===== src/rtl/bcd_serial_alu.sv =====
// Multi-digit packed-BCD add/subtract engine.
// One 2-digit BCD add stage is reused once per clock, LSB byte first, and the
// decimal carry ripples between bytes through a register. Subtraction is
// A + 9s-complement(B) + 1, so carry_out = 1 means no borrow.
module bcd_serial_alu #(
    parameter int NBYTES = 4
) (
    input  logic                clk,
    input  logic                rst_n,
    input  logic                start_valid,
    output logic                start_ready,
    input  logic                op_sub,
    input  logic [8*NBYTES-1:0] a,
    input  logic [8*NBYTES-1:0] b,
    output logic                res_valid,
    input  logic                res_ready,
    output logic [8*NBYTES-1:0] result,
    output logic                carry_out,
    output logic                digit_err,
    output logic                busy
);

    localparam int W  = 8 * NBYTES;
    localparam int ND = 2 * NBYTES;
    localparam int IW = (NBYTES > 1) ? $clog2(NBYTES) : 1;

    typedef enum logic [1:0] {
        IDLE = 2'd0,
        RUN  = 2'd1,
        DONE = 2'd2
    } state_t;

    state_t          state_r;
    logic [W-1:0]    opa_r;
    logic [W-1:0]    opb_r;
    logic [IW-1:0]   idx_r;
    logic            carry_r;

    logic [7:0]      byte_a_s;
    logic [7:0]      byte_b_s;
    logic [4:0]      lo_s;
    logic [4:0]      hi_s;
    logic [7:0]      byte_sum_s;
    logic            byte_carry_s;
    logic            last_s;

    // Single BCD digit add: {carry, digit}. Sums above 9 are corrected by +6;
    // out-of-range input digits go through the same rule unchanged.
    function automatic logic [4:0] bcd_digit_add(input logic [3:0] x,
                                                 input logic [3:0] y,
                                                 input logic       cin);
        logic [4:0] s;
        logic [4:0] adj;
        logic [4:0] r;
        s   = {1'b0, x} + {1'b0, y} + {4'd0, cin};
        adj = s + 5'd6;
        if (s > 5'd9) begin
            r = {1'b1, adj[3:0]};
        end else begin
            r = {1'b0, s[3:0]};
        end
        return r;
    endfunction

    // True when any 4-bit digit of the operand is above 9.
    function automatic logic has_bad_digit(input logic [W-1:0] v);
        logic bad;
        bad = 1'b0;
        for (int i = 0; i < ND; i++) begin
            if (v[i*4 +: 4] > 4'd9) begin
                bad = 1'b1;
            end else begin
                bad = bad;
            end
        end
        return bad;
    endfunction

    // Per-digit nines complement, truncated to 4 bits for invalid digits.
    function automatic logic [W-1:0] nines_comp(input logic [W-1:0] v);
        logic [W-1:0] r;
        r = '0;
        for (int i = 0; i < ND; i++) begin
            r[i*4 +: 4] = 4'd9 - v[i*4 +: 4];
        end
        return r;
    endfunction

    // Shared 2-digit add stage operating on the byte selected by idx_r.
    always_comb begin
        byte_a_s     = opa_r[{idx_r, 3'b000} +: 8];
        byte_b_s     = opb_r[{idx_r, 3'b000} +: 8];
        lo_s         = bcd_digit_add(byte_a_s[3:0], byte_b_s[3:0], carry_r);
        hi_s         = bcd_digit_add(byte_a_s[7:4], byte_b_s[7:4], lo_s[4]);
        byte_sum_s   = {hi_s[3:0], lo_s[3:0]};
        byte_carry_s = hi_s[4];
        last_s       = (idx_r == IW'(NBYTES - 1));
    end

    // Control FSM, operand/carry registers and registered outputs.
    always_ff @(posedge clk or negedge rst_n) begin
        if (!rst_n) begin
            state_r     <= IDLE;
            opa_r       <= '0;
            opb_r       <= '0;
            idx_r       <= '0;
            carry_r     <= 1'b0;
            start_ready <= 1'b1;
            res_valid   <= 1'b0;
            busy        <= 1'b0;
            result      <= '0;
            carry_out   <= 1'b0;
            digit_err   <= 1'b0;
        end else begin
            case (state_r)
                IDLE: begin
                    if (start_valid && start_ready) begin
                        opa_r       <= a;
                        opb_r       <= op_sub ? nines_comp(b) : b;
                        carry_r     <= op_sub;
                        digit_err   <= has_bad_digit(a) | has_bad_digit(b);
                        idx_r       <= '0;
                        start_ready <= 1'b0;
                        busy        <= 1'b1;
                        state_r     <= RUN;
                    end
                end
                RUN: begin
                    result[{idx_r, 3'b000} +: 8] <= byte_sum_s;
                    carry_r                      <= byte_carry_s;
                    if (last_s) begin
                        carry_out <= byte_carry_s;
                        res_valid <= 1'b1;
                        idx_r     <= '0;
                        state_r   <= DONE;
                    end else begin
                        idx_r     <= idx_r + IW'(1);
                    end
                end
                DONE: begin
                    if (res_ready) begin
                        res_valid   <= 1'b0;
                        start_ready <= 1'b1;
                        busy        <= 1'b0;
                        state_r     <= IDLE;
                    end
                end
                default: begin
                    state_r     <= IDLE;
                    start_ready <= 1'b1;
                    res_valid   <= 1'b0;
                    busy        <= 1'b0;
                    idx_r       <= '0;
                end
            endcase
        end
    end

endmodule


===== config.mk =====
export PLATFORM = sky130hd
export DESIGN_NAME = bcd_serial_alu
export DESIGN_NICKNAME = d
export VERILOG_FILES = /design/src/rtl/bcd_serial_alu.sv
export SDC_FILE = /design/constraint.sdc
export NUM_CORES = 1
export LEC_CHECK = 0
export BUFFER_PORTS_ARGS = -buffer_cell sky130_fd_sc_hd__buf_2
export CORE_AREA = 5 5 140 75
export CTS_BUF_LIST = sky130_fd_sc_hd__clkbuf_2
export CTS_CLUSTER_SIZE = 12
export DETAILED_ROUTE_END_ITERATION = 16
export DIE_AREA = 0 0 145 80
export PLACE_DENSITY = 0.89
export SLEW_MARGIN = 0
export SYNTH_ARGS = -nofsm -noshare
export SYNTH_HDL_FRONTEND = slang
export SYNTH_SLANG_ARGS = --single-unit

===== constraint.sdc =====
create_clock -name clk -period 13.45 [get_ports clk]
set_input_delay 2.69 -clock clk [delete_from_list [all_inputs] [get_ports clk]]
set_output_delay 2.69 -clock clk [all_outputs]
set_load 0.005 [all_outputs]

==> impl_metrics.yaml <==
min_path:
  hp-class: "flop to flop"
die:
  die_x_um: 145
  boundaryPins: 106
  row_count: 25
  die-height_um: 80
  start_util_pct: 60.5
  die_area_um2: 11600
  core-area_um2: 9170
synth:
  yosysSeqAreaShare_pct: 47.9
  synth_ff_type: "dfrtp_1"
  syn-instance-count: 481
  synthTopCellsByCount: "dfrtp_1 (105), mux2_2 (40), nor2_1 (38)"
  synth-edff-count: 0
  synth_area_per_cell_um2: 11.5
  synth_top_area_cell: "dfrtp_1"
  async_flop_share_pct: 100
  synth.top_cell.area_share_pct: 47.4
  ys_warn_count: 0
  synth.most_common_cell: "dfrtp_1"
  netlist_area_um2: 5540
  synth_area_leaders: "dfrtp_1 (47%), mux2_2 (8.1%), mux4_2 (6.5%)"
  ys_types: 57
  synth_seq_cells: 106
  syn_nets: 576
global_routing:
  overflow: 0
  grt_pass1_vias: 4359
  antenna_found_initial: 0
  grt_pass1_wl_um: 22700
  grt_start_max_net_pins: 93
  grt_use_total_pct: 24.6
sta:
  finalSetupViolations: 0
  rsz0062_at_grt: "no"
  skew_ns: 0.0336
  fin_crit_sh_pct: 45.8
  finalMaxSlewViolations: 0
  setup_slack_ns: 7.28
  max_freq_mhz: 162
  setup_tns_ns: 0
  period_needed_ns: 6.17
  tightest_slew_ns: 0.997
  hold_viol: 0
  slew_headroom_pct: 33.5
clock_network:
  cts.sink_count: 106
  clk_pin_slew_ns: 0.29
  worstSkewPairLatency_ns: 0.59
  clk_path_buf_depth: 2
  numCtsBuffers: 9
  cts_tree: "yes"
  h-tree-depth: 3
  cts_root_buf: "clkbuf_2"
  cts_setup_buffers: 0
  cts_resized: 0
  ctsHoldBuffers: 0
critical_path:
  required_ns: 13.95
  critPathCaptureType: "flop"
  cp_max_fo: 21
  crit_type: "flop to flop"
  critPathLaunchType: "flop"
  arrival_ns: 6.66
finish:
  insertedDiodeCount: 0
  final_util_pct: 68.9
  design_area_um2: 6310
  fill_cells: 667
  layout-drive-gt1-share_pct: 34.1
  synthToLayoutAreaGrowth_pct: 13.9
  num-nets-final: 676
place:
  io_buffers: 105
  dp_hpwl_um: 10300
  placed_cell_area_um2: 6150
  dpl_worst_slack_ns: 7.45
  gp_congestion: 0.857
route:
  ant_nets: 0
  drtIter0Drc: 423
  wl_per_cell_um: 19.3
  viasPerCell: 6.06
  vias: 4286
  wirelength_um: 13600
  drcViolationCount: 0
  first_pass_iters: 5
run_status:
  status: "complete, no violations"
job:
  maxCapViolCount: 0
==> worst max-delay path: stages, from the launching register on <==
cell and delay (ns):
dfrtp_1 1.01, mux4_2 0.44, fa_1 0.45, fa_1 0.42, xor2_1 0.22, inv_1 0.11
ha_1 0.24, nor2b_1 0.28, or3_1 0.15, o21ai_0 0.11, fa_1 0.51, fa_1 0.45
xnor2_1 0.40, ha_1 0.29, nor2b_1 0.22, a31oi_1 0.08, and4b_4 0.23, a211oi_2 0.33
o21ai_1 0.13
==> stage by stage <==
step | hold WS [ns] | cells
2_1_floorplan | 0.473 | 481
3_3_place_gp | 0.463 | 691
3_5_place_dp | 0.474 | 691
4_1_cts | 0.528 | 707
5_1_grt | 0.558 | 707
6_report | 0.524 | 707
==> sequential cells by signal (all words and copies together), names as in the netlist <==
register,cells
opb_r,32
state_r,2
carry_out,1
carry_r,1
result,32
busy,1
start_ready,1
res_valid,1
digit_err,1
idx_r,2
opa_r,32
==> worst paths after layout <==
kind | depth (start not counted) | slack, ns | end | from
worst min register to register | 1 | 0.52 | busy | busy
worst min-delay path | 1 | 0.52 | busy | busy
worst max register to register | 18 | 7.28 | result[14] | idx_r[1]
worst max-delay path | 18 | 7.28 | result[14] | idx_r[1]
max in group asynchronous | 2 | 10.17 | opa_r[31] | rst_n
min in group asynchronous | 1 | 1.94 | res_valid | rst_n
==> layout by cell type, fill, tap and decap left out, types with 9 or more instances in the layout <==
cell type,instances
o21ai_1,17
ha_1,22
inv_1,22
xor2_1,9
nand2_1,36
a21oi_1,30
mux4_2,16
clkbuf_2,10
mux2_2,40
dfrtp_1,105
nor2_1,37
a22o_1,13
mux2i_1,10
o21ai_0,25
xnor2_1,9
buf_2,104
==> logic make-up (layout without fill, tap and decap cells) <==
| kind of cell | count (synthesis) | in the layout | synth area share (%) |
|---|---|---|---|
| XOR/XNOR | 18 | 18 | 2.85 |
| buffers and inverters | 41 | 146 | 3.34 |
| AO/OA/AOI/OAI | 110 | 110 | 12.7 |
| adder cells (fa/ha/maj) | 26 | 26 | 6.41 |
| AND/OR/NAND/NOR | 114 | 114 | 10.3 |
| multiplexers | 66 | 66 | 16.4 |
| flip-flops | 106 | 106 | 47.9 |
==> metal layers <==
layer | up-vias | part of all wire (%) | track usage (%)
met5 | - | 0 | 0
met4 | 0 | 1.3 | 5.92
met3 | 23 | 8.2 | 6.86
met2 | 183 | 46 | 39.0
met1 | 2143 | 44 | 34.0
li1 | 1937 | - | -
==> area by class of cell <==
class                           count  area (um^2)  area share (%)
Clock buffer                       10         50.0           0.793
Clock inverter                      6          115            1.82
Inverter                           22         82.6            1.31
Multi-Input combinational cell    334         2710            42.9
Sequential cell                   106         2650            42.0
Tap cell                          121          151            2.40
Timing Repair Buffer              108          551            8.72
Power is left out: the tool's default activity adds up to more than one toggle a clock period on the data nets, which glitch-free logic cannot reach.
